### src/rtl/mul_issue_if.sv
// Bundle of the EX-side request, write-back response and Booth multiplier control
// signals around mul_issue. The slave modport is the block itself.
interface mul_issue_if #(
  parameter int XLEN = 64
);
  logic            ex_valid;
  logic            ex_ready;
  logic [1:0]      ex_op;
  logic            ex_word;
  logic [XLEN-1:0] ex_src1;
  logic [XLEN-1:0] ex_src2;
  logic [4:0]      ex_rd;
  logic            flush;

  logic            wb_valid;
  logic            wb_ready;
  logic [XLEN-1:0] wb_data;
  logic [4:0]      wb_rd;

  logic            mul_in_valid;
  logic            mul_flush;
  logic            mul_mulw;
  logic [1:0]      mul_signed;
  logic [XLEN-1:0] mul_multiplicand;
  logic [XLEN-1:0] mul_multiplier;
  logic            mul_out_ready;
  logic            mul_out_valid;
  logic [XLEN-1:0] mul_result_hi;
  logic [XLEN-1:0] mul_result_lo;

  modport slave (
    input  ex_valid, ex_op, ex_word, ex_src1, ex_src2, ex_rd, flush,
    input  wb_ready,
    input  mul_out_ready, mul_out_valid, mul_result_hi, mul_result_lo,
    output ex_ready, wb_valid, wb_data, wb_rd,
    output mul_in_valid, mul_flush, mul_mulw, mul_signed,
    output mul_multiplicand, mul_multiplier
  );

  modport master (
    output ex_valid, ex_op, ex_word, ex_src1, ex_src2, ex_rd, flush,
    output wb_ready,
    output mul_out_ready, mul_out_valid, mul_result_hi, mul_result_lo,
    input  ex_ready, wb_valid, wb_data, wb_rd,
    input  mul_in_valid, mul_flush, mul_mulw, mul_signed,
    input  mul_multiplicand, mul_multiplier
  );
endinterface

### src/rtl/mul_issue.sv
// Issue/capture controller in front of the Booth multiplier: latches one RV64M
// multiply, issues it, selects the result half and holds it for write-back.
module mul_issue #(
  parameter int XLEN = 64
) (
  input  logic       clock,
  input  logic       reset,
  mul_issue_if.slave bus
);

  typedef enum logic [1:0] {IDLE, ISSUE, WAIT, DONE} state_t;

  state_t          state_q, state_d;
  logic            stale_q, stale_d;
  logic            accept, capture, issue_fire;

  logic [1:0]      op_p0;
  logic            word_p0;
  logic [4:0]      rd_p0;
  logic [1:0]      signed_p0;
  logic [XLEN-1:0] mcand_p0;
  logic [XLEN-1:0] mplier_p0;
  logic [XLEN-1:0] wb_data_p1;

  // Operand signedness: bit 1 for rs1, bit 0 for rs2.
  function automatic logic [1:0] mul_signedness(input logic [1:0] op, input logic word);
    logic [1:0] sg;
    sg = 2'b11;
    if (!word) begin
      case (op)
        2'b10:   sg = 2'b10;
        2'b11:   sg = 2'b00;
        default: sg = 2'b11;
      endcase
    end
    return sg;
  endfunction

  function automatic logic [XLEN-1:0] select_result(input logic [1:0]      op,
                                                    input logic            word,
                                                    input logic [XLEN-1:0] hi,
                                                    input logic [XLEN-1:0] lo);
    logic signed [31:0] lo_w;
    lo_w = lo[31:0];
    if (word)
      return XLEN'(lo_w);
    else if (op == 2'b00)
      return lo;
    else
      return hi;
  endfunction

  assign issue_fire           = (state_q == ISSUE) && bus.mul_out_ready && !stale_q;
  assign bus.mul_in_valid     = issue_fire;
  assign bus.mul_flush        = bus.flush && (state_q == WAIT);
  assign bus.ex_ready         = (state_q == IDLE);
  assign bus.wb_valid         = (state_q == DONE);
  assign bus.wb_data          = wb_data_p1;
  assign bus.wb_rd            = rd_p0;
  assign bus.mul_mulw         = word_p0;
  assign bus.mul_signed       = signed_p0;
  assign bus.mul_multiplicand = mcand_p0;
  assign bus.mul_multiplier   = mplier_p0;

  always_comb begin
    state_d = state_q;
    stale_d = stale_q;
    accept  = 1'b0;
    capture = 1'b0;
    // An owed result from a flushed op is swallowed whenever it shows up.
    if (stale_q && bus.mul_out_valid)
      stale_d = 1'b0;
    case (state_q)
      IDLE: begin
        if (!bus.flush && bus.ex_valid) begin
          accept  = 1'b1;
          state_d = ISSUE;
        end
      end
      ISSUE: begin
        if (bus.flush) begin
          state_d = IDLE;
          // The multiplier took the op this cycle, so its result is still owed.
          if (issue_fire)
            stale_d = 1'b1;
        end else if (issue_fire) begin
          state_d = WAIT;
        end
      end
      WAIT: begin
        if (bus.flush) begin
          state_d = IDLE;
          stale_d = !bus.mul_out_valid;
        end else if (bus.mul_out_valid) begin
          capture = 1'b1;
          state_d = DONE;
        end
      end
      DONE: begin
        if (bus.flush || bus.wb_ready)
          state_d = IDLE;
      end
      default: state_d = IDLE;
    endcase
  end

  always_ff @(posedge clock or negedge reset) begin
    if (!reset) begin
      state_q <= IDLE;
      stale_q <= 1'b0;
    end else begin
      state_q <= state_d;
      stale_q <= stale_d;
    end
  end

  // Stage p0: operands and op latched at EX accept.
  always_ff @(posedge clock or negedge reset) begin
    if (!reset) begin
      op_p0     <= '0;
      word_p0   <= 1'b0;
      rd_p0     <= '0;
      signed_p0 <= '0;
      mcand_p0  <= '0;
      mplier_p0 <= '0;
    end else if (accept) begin
      op_p0     <= bus.ex_op;
      word_p0   <= bus.ex_word;
      rd_p0     <= bus.ex_rd;
      signed_p0 <= mul_signedness(bus.ex_op, bus.ex_word);
      mcand_p0  <= bus.ex_src1;
      mplier_p0 <= bus.ex_src2;
    end
  end

  // Stage p1: selected result captured on the multiplier's result pulse.
  always_ff @(posedge clock or negedge reset) begin
    if (!reset)
      wb_data_p1 <= '0;
    else if (capture)
      wb_data_p1 <= select_result(op_p0, word_p0, bus.mul_result_hi, bus.mul_result_lo);
  end

endmodule
### src/flat_wrapper.sv
// flat-port wrapper written by rule: the top's interface ports become plain ports
module mul_issue_flat 
#(
  parameter int XLEN = 64
)
  (clock, reset, bus_ex_valid, bus_ex_op, bus_ex_word, bus_ex_src1, bus_ex_src2, bus_ex_rd, bus_flush, bus_wb_ready, bus_mul_out_ready, bus_mul_out_valid, bus_mul_result_hi, bus_mul_result_lo, bus_ex_ready, bus_wb_valid, bus_wb_data, bus_wb_rd, bus_mul_in_valid, bus_mul_flush, bus_mul_mulw, bus_mul_signed, bus_mul_multiplicand, bus_mul_multiplier);
  mul_issue_if #(.XLEN(XLEN)) bus_i ();
  input  logic clock;
  input  logic reset;
  input wire logic [$bits(bus_i.ex_valid)-1:0] bus_ex_valid;
  input wire logic [$bits(bus_i.ex_op)-1:0] bus_ex_op;
  input wire logic [$bits(bus_i.ex_word)-1:0] bus_ex_word;
  input wire logic [$bits(bus_i.ex_src1)-1:0] bus_ex_src1;
  input wire logic [$bits(bus_i.ex_src2)-1:0] bus_ex_src2;
  input wire logic [$bits(bus_i.ex_rd)-1:0] bus_ex_rd;
  input wire logic [$bits(bus_i.flush)-1:0] bus_flush;
  input wire logic [$bits(bus_i.wb_ready)-1:0] bus_wb_ready;
  input wire logic [$bits(bus_i.mul_out_ready)-1:0] bus_mul_out_ready;
  input wire logic [$bits(bus_i.mul_out_valid)-1:0] bus_mul_out_valid;
  input wire logic [$bits(bus_i.mul_result_hi)-1:0] bus_mul_result_hi;
  input wire logic [$bits(bus_i.mul_result_lo)-1:0] bus_mul_result_lo;
  output wire logic [$bits(bus_i.ex_ready)-1:0] bus_ex_ready;
  output wire logic [$bits(bus_i.wb_valid)-1:0] bus_wb_valid;
  output wire logic [$bits(bus_i.wb_data)-1:0] bus_wb_data;
  output wire logic [$bits(bus_i.wb_rd)-1:0] bus_wb_rd;
  output wire logic [$bits(bus_i.mul_in_valid)-1:0] bus_mul_in_valid;
  output wire logic [$bits(bus_i.mul_flush)-1:0] bus_mul_flush;
  output wire logic [$bits(bus_i.mul_mulw)-1:0] bus_mul_mulw;
  output wire logic [$bits(bus_i.mul_signed)-1:0] bus_mul_signed;
  output wire logic [$bits(bus_i.mul_multiplicand)-1:0] bus_mul_multiplicand;
  output wire logic [$bits(bus_i.mul_multiplier)-1:0] bus_mul_multiplier;
  assign bus_i.ex_valid = bus_ex_valid;
  assign bus_i.ex_op = bus_ex_op;
  assign bus_i.ex_word = bus_ex_word;
  assign bus_i.ex_src1 = bus_ex_src1;
  assign bus_i.ex_src2 = bus_ex_src2;
  assign bus_i.ex_rd = bus_ex_rd;
  assign bus_i.flush = bus_flush;
  assign bus_i.wb_ready = bus_wb_ready;
  assign bus_i.mul_out_ready = bus_mul_out_ready;
  assign bus_i.mul_out_valid = bus_mul_out_valid;
  assign bus_i.mul_result_hi = bus_mul_result_hi;
  assign bus_i.mul_result_lo = bus_mul_result_lo;
  assign bus_ex_ready = bus_i.ex_ready;
  assign bus_wb_valid = bus_i.wb_valid;
  assign bus_wb_data = bus_i.wb_data;
  assign bus_wb_rd = bus_i.wb_rd;
  assign bus_mul_in_valid = bus_i.mul_in_valid;
  assign bus_mul_flush = bus_i.mul_flush;
  assign bus_mul_mulw = bus_i.mul_mulw;
  assign bus_mul_signed = bus_i.mul_signed;
  assign bus_mul_multiplicand = bus_i.mul_multiplicand;
  assign bus_mul_multiplier = bus_i.mul_multiplier;
  mul_issue #(.XLEN(XLEN)) u_core (.clock(clock), .reset(reset), .bus(bus_i));
endmodule
### config.mk
export PLATFORM = sky130hd
export DESIGN_NAME = mul_issue_flat
export DESIGN_NICKNAME = d
export VERILOG_FILES = /design/src/rtl/mul_issue_if.sv /design/src/rtl/mul_issue.sv /design/src/flat_wrapper.sv
export SDC_FILE = /design/constraint.sdc
export NUM_CORES = 1
export LEC_CHECK = 0
export BUFFER_PORTS_ARGS = -buffer_cell sky130_fd_sc_hd__clkbuf_2
export CAP_MARGIN = 20
export CORE_AREA = 2 2 183 185
export DETAILED_ROUTE_END_ITERATION = 8
export DIE_AREA = 0 0 185 187
export PLACE_DENSITY = 0.53
export SLEW_MARGIN = 40
export SYNTH_ARGS = -nofsm -noshare
export SYNTH_HDL_FRONTEND = slang
export SYNTH_SLANG_ARGS = --single-unit
### constraint.sdc
create_clock -name clock -period 4.4 [get_ports clock]
set_input_delay 0.44 -clock clock [delete_from_list [all_inputs] [get_ports clock]]
set_output_delay 0.44 -clock clock [all_outputs]
set_load 0.03 [all_outputs]
==> flow_results.xml, run 1 <==
<?xml version="1.0" encoding="UTF-8"?>
<metrics>
  <group name="run_status">
    <metric name="outcome" unit="">completed</metric>
  </group>
  <group name="placement">
    <metric name="pre_cts_ws" unit="ns">2.08</metric>
    <metric name="weighted_congestion_at_the_end_of_routability_driven_global_placement" unit="">0.730</metric>
    <metric name="placed_cells_incl_taps" unit="">1535</metric>
    <metric name="hpwlAfterDp" unit="microns">18800</metric>
    <metric name="postPlaceCellArea" unit="sq um">11400</metric>
    <metric name="placement.io_buffers" unit="">474</metric>
  </group>
  <group name="critical_path">
    <metric name="cp_max_stage_cell" unit="">mux2_2</metric>
    <metric name="worst_ep_arrival_time" unit="ns">2.66</metric>
    <metric name="crit_top_cell" unit="">buf_12</metric>
    <metric name="start_kind" unit="">flop</metric>
    <metric name="critPathMaxFanout" unit="">53</metric>
    <metric name="crit_path_cell_trace" unit="">inv_1 &gt; ha_1 &gt; nand3_4 &gt; buf_16 &gt; buf_12 &gt; buf_12 &gt; mux2_2</metric>
    <metric name="worst-setup-path-type" unit="">reg -&gt; reg</metric>
    <metric name="critPathBufInv" unit="">4</metric>
    <metric name="timing.critical_path.required" unit="ns">4.79</metric>
    <metric name="critPathTopFamily" unit="">buffers and inverters</metric>
    <metric name="crit_path_end_kind" unit="">flop</metric>
    <metric name="critical-path-max-stage-delay" unit="ns">0.38</metric>
  </group>
  <group name="global_routing">
    <metric name="grt.overflow.total" unit="">0</metric>
    <metric name="grt_max_degree" unit="">92</metric>
    <metric name="grt_pass1_vias" unit="">6491</metric>
    <metric name="total_routing_resource_utilization_after_global_routing" unit="%">13.2</metric>
    <metric name="grt_pass1_wl" unit="microns">36000</metric>
    <metric name="number_of_antenna_violations_at_the_first_check_in_global_routing" unit="">0</metric>
  </group>
  <group name="yosys">
    <metric name="mappedNetlistNets" unit="">922</metric>
    <metric name="synth.distinct_cells" unit="">26</metric>
    <metric name="post_synth_inst_count" unit="">646</metric>
    <metric name="mappedNetlistArea" unit="sq um">8550</metric>
    <metric name="fraction_of_post_synthesis_cell_area_in_the_top_cell_type_by_area" unit="%">60.0</metric>
    <metric name="seq_area_frac_synth" unit="%">60.0</metric>
    <metric name="postSynthRegisterBits" unit="">205</metric>
    <metric name="ys.warnings.count" unit="">0</metric>
    <metric name="synthTopCellsByArea" unit="">dfrtp_1 (60%), mux2_1 (13%), mux2_2 (5.4%)</metric>
    <metric name="synthesized_area_per_cell" unit="sq um">13.2</metric>
    <metric name="area_leader_netlist" unit="">dfrtp_1</metric>
  </group>
  <group name="final_layout">
    <metric name="final.fill_count" unit="">3335</metric>
    <metric name="finalNetCount" unit="">1390</metric>
    <metric name="utilization" unit="%">37.0</metric>
    <metric name="area_delta_synth_final" unit="%">42.4</metric>
    <metric name="most-common-layout-cells" unit="">clkbuf_2 (473), dfrtp_1 (205), mux2_1 (96)</metric>
    <metric name="seqCellArea" unit="sq um">5130</metric>
    <metric name="share_of_cells_above_drive_strength_1" unit="%">50.4</metric>
    <metric name="mostFrequentLayoutCell" unit="">clkbuf_2</metric>
    <metric name="multi_input_area" unit="sq um">3120</metric>
    <metric name="fin_cells" unit="">1578</metric>
    <metric name="design_area" unit="sq um">12200</metric>
  </group>
  <group name="timing">
    <metric name="finalHoldViolCount" unit="">0</metric>
    <metric name="worstMarginPinSlew" unit="ns">0.577</metric>
    <metric name="rsz0062_at_grt" unit="">no</metric>
    <metric name="report.final.slew_viol_count" unit="">0</metric>
    <metric name="fin_crit" unit="ns">2.27</metric>
    <metric name="final_cycle_utilization_of_the_critical_path" unit="%">51.6</metric>
    <metric name="worst_setup_skew_after_layout" unit="ns">0.0125</metric>
    <metric name="setup_slack" unit="ns">2.13</metric>
    <metric name="tightest_hold_margin" unit="ns">0.138</metric>
    <metric name="timing.slew.headroom" unit="%">61.5</metric>
    <metric name="tns" unit="ns">0</metric>
    <metric name="final-setup-viol-count" unit="">0</metric>
    <metric name="clock.fmax" unit="GHz">0.440</metric>
  </group>
  <group name="cts">
    <metric name="cts-htree-levels" unit="">1</metric>
    <metric name="worst_setup_hold_path_clk_slew" unit="ns">0.06</metric>
    <metric name="postCtsSetupRepairBufs" unit="">0</metric>
    <metric name="cts_sinks" unit="">205</metric>
    <metric name="cts_buffer_depth" unit="">3</metric>
    <metric name="worst_skew_pair.late_latency" unit="ns">0.51</metric>
    <metric name="clock_tree.root_cell" unit="">clkbuf_16</metric>
    <metric name="cts_tree" unit="">built</metric>
    <metric name="cts_made_buffers" unit="">23</metric>
  </group>
  <group name="routing">
    <metric name="antenna_violating_nets_post_route" unit="">0</metric>
    <metric name="dr.first_iter.drc_count" unit="">134</metric>
    <metric name="dr_total_vias" unit="">6588</metric>
    <metric name="post_drt_wl_per_cell" unit="microns">15.2</metric>
    <metric name="wl" unit="microns">23900</metric>
    <metric name="drt-pass1-iter-count" unit="">4</metric>
    <metric name="vias_per_cell" unit="">4.17</metric>
    <metric name="route.detailed.drc" unit="">0</metric>
  </group>
  <group name="power_and_ir_drop">
    <metric name="power_density" unit="nW/um^2">826</metric>
    <metric name="fin_total_pwr" unit="mW">10.1</metric>
    <metric name="max-vdd-ir-drop" unit="mV">0.331</metric>
    <metric name="p_leak" unit="nW">6.28</metric>
  </group>
  <group name="die">
    <metric name="die_area" unit="sq um">34600</metric>
    <metric name="initial_utilization" unit="%">26.0</metric>
    <metric name="boundaryPins" unit="">475</metric>
    <metric name="die_y" unit="microns">187</metric>
    <metric name="die_w" unit="microns">185</metric>
    <metric name="rows" unit="">67</metric>
    <metric name="floorplan.core_area" unit="sq um">32900</metric>
  </group>
  <group name="worst_hold_path">
    <metric name="hp-class" unit="">in -&gt; reg</metric>
  </group>
  <group name="flow_run">
    <metric name="cap_viol_max_count" unit="">0</metric>
  </group>
</metrics>
[what timing repair did]
action                                 CTS  global route
hold buffers                             0             1
gates resized for setup                  0             0
endpoints found under the hold margin    0            23
[final cells by class]
cell class	count	area share (%)
inverters	6	0.185
clock buffers	31	5.39
repair buffers	486	21.1
multi-input cells	392	25.6
well taps	448	4.60
diodes	1	0.0206
clock inverters	9	1.01
flip-flops and latches	205	42.1
[worst paths after layout]
| kind | from | to | slack, ns | depth (start not counted) |
|---|---|---|---|---|
| setup / recovery | u_core.state_q[0]$_DFFE_PN0P_ | u_core.bus.mul_multiplicand[17]$_DFFE_PN0P_ | 2.13 | 7 |
| hold / removal | bus_ex_src2[57] | u_core.bus.mul_multiplier[57]$_DFFE_PN0P_ | 0.14 | 2 |
| setup reg to reg | u_core.state_q[0]$_DFFE_PN0P_ | u_core.bus.mul_multiplicand[17]$_DFFE_PN0P_ | 2.13 | 7 |
| hold reg to reg | u_core.bus.wb_data[54]$_DFFE_PN0P_ | u_core.bus.wb_data[54]$_DFFE_PN0P_ | 0.48 | 2 |
| max in group asynchronous | reset | u_core.bus.mul_multiplier[33]$_DFFE_PN0P_ | 3.20 | 3 |
| min in group asynchronous | reset | u_core.bus.mul_multiplier[19]$_DFFE_PN0P_ | 0.40 | 2 |
[where the power goes]
group          leakage [nW]  internal [mW]  switching, mW
sequential             2.50           2.83          0.481
combinational          3.40           1.53           3.25
clock                 0.385           1.21          0.759
[synth_stat cells]
| cell type | count |
|---|---|
| mux2_2 | 41 |
| nand3_2 | 2 |
| o21ai_0 | 60 |
| nor3_1 | 1 |
| a21oi_1 | 2 |
| nor2_1 | 2 |
| nand2_1 | 67 |
| a21o_1 | 2 |
| nor2b_1 | 36 |
| buf_4 | 5 |
| inv_1 | 5 |
| and2_1 | 2 |
| ha_1 | 5 |
| nand3b_1 | 1 |
| dfrtp_1 | 205 |
| o211ai_1 | 1 |
| o21ai_1 | 7 |
| mux2_1 | 96 |
| mux2i_1 | 33 |
| or2_1 | 1 |
| buf_2 | 12 |
| o311a_1 | 1 |
| clkbuf_1 | 11 |
| inv_2 | 1 |
| buf_6 | 15 |
| a211oi_1 | 32 |
[cell families after synthesis]
| kind of cell | count (synthesis) | share of synthesized area, % |
|---|---|---|
| adder cells (fa/ha/maj) | 5 | 0.732 |
| AND/OR/NAND/NOR | 112 | 6.26 |
| flip-flops | 205 | 60.0 |
| AO/OA/AOI/OAI | 105 | 7.23 |
| multiplexers | 170 | 21.9 |
| buffers and inverters | 49 | 3.86 |
[sequential cells by signal (all words and copies together) (netlist names)]
signal,cells
u_core.bus.mul_multiplicand,64
u_core.bus.mul_multiplier,64
u_core.bus.wb_data,64
u_core.bus.wb_rd,5
u_core.bus.mul_signed,2
u_core.op_p0,2
u_core.state_q,2
u_core.bus.mul_mulw,1
u_core.stale_q,1
[per-layer routing]
layer | share of wire (%) | routed length [microns] | GRT usage, % | up-vias
li1 | - | - | - | 3183
met1 | 39 | 9240 | 15.3 | 3064
met2 | 49 | 11800 | 23.5 | 307
met3 | 10 | 2450 | 4.11 | 34
met4 | 1.9 | 446 | 3.30 | 0
met5 | 0 | 0 | 0 | -
(Power assumes the default switching activity.)
==> inputs of run 2 (changes only) <==
==> constraint.sdc (replaced) <==
create_clock -name clock -period 2.2 [get_ports clock]
set_input_delay 0.22 -clock clock [delete_from_list [all_inputs] [get_ports clock]]
set_output_delay 0.22 -clock clock [all_outputs]
set_load 0.03 [all_outputs]
==> run 2 against run 1 <==
  * Critical path depth is 2 lower
  * Routed wire length rose by 18%
  * Cell area is 18% higher
  * Sequential power grew 100%
  * Critical path type unchanged
  * Largest cell class unchanged
  * Largest power group unchanged
==> flow_results.xml, run 2 (synthesized netlist as in run 1, its figures left out) <==
<?xml version="1.0" encoding="UTF-8"?>
<metrics>
  <group name="placement">
    <metric name="postPlaceCellArea" unit="sq um">11400</metric>
    <metric name="hpwlAfterDp" unit="microns">19100</metric>
    <metric name="weighted_congestion_at_the_end_of_routability_driven_global_placement" unit="">0.731</metric>
    <metric name="placed_cells_incl_taps" unit="">1542</metric>
    <metric name="pre_cts_ws" unit="ns">0.375</metric>
    <metric name="placement.io_buffers" unit="">474</metric>
  </group>
  <group name="routing">
    <metric name="drt-pass1-iter-count" unit="">6</metric>
    <metric name="wl" unit="microns">28200</metric>
    <metric name="post_drt_wl_per_cell" unit="microns">15.7</metric>
    <metric name="dr.first_iter.drc_count" unit="">137</metric>
    <metric name="dr_total_vias" unit="">7669</metric>
    <metric name="antenna_violating_nets_post_route" unit="">0</metric>
    <metric name="route.detailed.drc" unit="">0</metric>
    <metric name="vias_per_cell" unit="">4.27</metric>
  </group>
  <group name="critical_path">
    <metric name="timing.critical_path.required" unit="ns">2.57</metric>
    <metric name="crit_path_end_kind" unit="">flop</metric>
    <metric name="worst_ep_arrival_time" unit="ns">2.37</metric>
    <metric name="start_kind" unit="">flop</metric>
    <metric name="critPathMaxFanout" unit="">16</metric>
    <metric name="worst-setup-path-type" unit="">reg -&gt; reg</metric>
  </group>
  <group name="worst_hold_path">
    <metric name="hp-class" unit="">in -&gt; reg</metric>
  </group>
  <group name="cts">
    <metric name="cts_sinks" unit="">205</metric>
    <metric name="clock_tree.root_cell" unit="">clkbuf_16</metric>
    <metric name="cts-htree-levels" unit="">1</metric>
    <metric name="cts_buffer_depth" unit="">3</metric>
    <metric name="worst_setup_hold_path_clk_slew" unit="ns">0.06</metric>
    <metric name="postCtsSetupRepairBufs" unit="">0</metric>
    <metric name="cts_tree" unit="">built</metric>
    <metric name="worst_skew_pair.late_latency" unit="ns">0.51</metric>
    <metric name="cts_made_buffers" unit="">23</metric>
  </group>
  <group name="timing">
    <metric name="fin_crit" unit="ns">2.00</metric>
    <metric name="finalHoldViolCount" unit="">0</metric>
    <metric name="report.final.slew_viol_count" unit="">0</metric>
    <metric name="worstMarginPinSlew" unit="ns">0.588</metric>
    <metric name="final-setup-viol-count" unit="">0</metric>
    <metric name="setup_slack" unit="ns">0.199</metric>
    <metric name="worst_setup_skew_after_layout" unit="ns">0.0108</metric>
    <metric name="tns" unit="ns">0</metric>
    <metric name="timing.slew.headroom" unit="%">60.8</metric>
    <metric name="rsz0062_at_grt" unit="">no</metric>
    <metric name="final_cycle_utilization_of_the_critical_path" unit="%">91.0</metric>
    <metric name="clock.fmax" unit="GHz">0.500</metric>
    <metric name="tightest_hold_margin" unit="ns">0.0186</metric>
  </group>
  <group name="final_layout">
    <metric name="insertedDiodeCount" unit="">0</metric>
    <metric name="fin_cells" unit="">1798</metric>
    <metric name="design_area" unit="sq um">14300</metric>
    <metric name="finalNetCount" unit="">1611</metric>
    <metric name="utilization" unit="%">43.6</metric>
    <metric name="final.fill_count" unit="">3079</metric>
    <metric name="area_delta_synth_final" unit="%">67.5</metric>
    <metric name="mostFrequentLayoutCell" unit="">clkbuf_2</metric>
    <metric name="most-common-layout-cells" unit="">clkbuf_2 (473), dlygate4sd3_1 (215), dfrtp_1 (205)</metric>
    <metric name="share_of_cells_above_drive_strength_1" unit="%">42.4</metric>
  </group>
  <group name="global_routing">
    <metric name="number_of_antenna_violations_at_the_first_check_in_global_routing" unit="">0</metric>
    <metric name="grt.overflow.total" unit="">0</metric>
    <metric name="grt_pass1_wl" unit="microns">43100</metric>
    <metric name="grt_pass1_vias" unit="">8119</metric>
    <metric name="total_routing_resource_utilization_after_global_routing" unit="%">15.6</metric>
    <metric name="grt_max_degree" unit="">97</metric>
  </group>
  <group name="power_and_ir_drop">
    <metric name="seq_power_share" unit="%">32.2</metric>
    <metric name="fin_total_pwr" unit="mW">20.8</metric>
    <metric name="switchingPower" unit="mW">9.28</metric>
    <metric name="p_leak" unit="nW">7.19</metric>
    <metric name="p_comb_share" unit="%">49.2</metric>
    <metric name="power_report.internal_total" unit="mW">11.5</metric>
    <metric name="power_switching_share" unit="%">44.6</metric>
    <metric name="max-vdd-ir-drop" unit="mV">0.658</metric>
    <metric name="clock_power_share" unit="%">18.7</metric>
    <metric name="power_density" unit="nW/um^2">1450</metric>
  </group>
  <group name="die">
    <metric name="floorplan.core_area" unit="sq um">32900</metric>
    <metric name="die_y" unit="microns">187</metric>
    <metric name="die_area" unit="sq um">34600</metric>
    <metric name="die_w" unit="microns">185</metric>
    <metric name="initial_utilization" unit="%">26.0</metric>
    <metric name="boundaryPins" unit="">475</metric>
    <metric name="rows" unit="">67</metric>
  </group>
  <group name="flow_run">
    <metric name="cap_viol_max_count" unit="">0</metric>
  </group>
  <group name="run_status">
    <metric name="outcome" unit="">completed</metric>
  </group>
</metrics>
[run 2: cell count changes in the layout (fill, tap and decap cells not counted), sizes merged]
cell,before,now
dlygate4sd3,1,215
buf,11,17
clkbuf,505,509
clkinv,5,3
bufinv,3,2
clkinvlp,1,0
diode,1,0
or2,1,2
[run 2: power by group through the flow]
stage	Combinational (mW)	Clock [mW]	Sequential, mW
after detailed placement	9.74	0	6.70
after CTS	10.3	4.03	6.65
final	10.2	3.89	6.69
after global placement	9.68	0	6.63
after global routing	10.9	4.15	6.92
after floorplan	3.00	0	10.3
[run 2: area by class of cell]
type                            instances  area (sq um)  area share (%)
Inverter                                6          22.5           0.157
Tap cell                              448           561            3.92
Clock inverter                          5          75.1           0.524
Clock buffer                           35           681            4.75
Multi-Input combinational cell        393          3120            21.8
Timing Repair Buffer                  706          4720            33.0
Sequential cell                       205          5130            35.8
[run 2: path summary, 6_finish.rpt]
kind	start	depth (start not counted)	endpoint	slack, ns
max	u_core.op_p0[1]$_DFFE_PN0P_	5	u_core.bus.wb_data[14]$_DFFE_PN0P_	0.20
min	bus_mul_result_lo[54]	3	u_core.bus.wb_data[54]$_DFFE_PN0P_	0.02
max reg2reg	u_core.op_p0[1]$_DFFE_PN0P_	5	u_core.bus.wb_data[14]$_DFFE_PN0P_	0.20
min reg2reg	u_core.bus.wb_data[41]$_DFFE_PN0P_	2	u_core.bus.wb_data[41]$_DFFE_PN0P_	0.48
max in group asynchronous	reset	3	u_core.bus.mul_multiplicand[48]$_DFFE_PN0P_	1.16
min in group asynchronous	reset	2	u_core.bus.mul_multiplier[41]$_DFFE_PN0P_	0.28
[run 2: worst max-delay path, stage by stage (launching register included)]
cell	delay, ns
dfrtp_1	0.41
nor2_4	0.17
or2_4	0.36
mux2i_1	0.24
dlygate4sd3_1	0.58
o21ai_0	0.08
[run 2: what timing repair did]
action	4_1_cts	5_1_grt
setup endpoints to repair	0	12
resized for setup	0	1
endpoints found under the hold margin	240	0
hold buffers	215	0
[run 2: per-layer routing]
metal / share of wire, % / vias up / track usage, %
met5: 0 / - / 0
met4: 2.3 / 0 / 4.18
met3: 8.4 / 43 / 3.95
met2: 51 / 335 / 29.0
met1: 39 / 3666 / 17.4
li1: - / 3625 / -
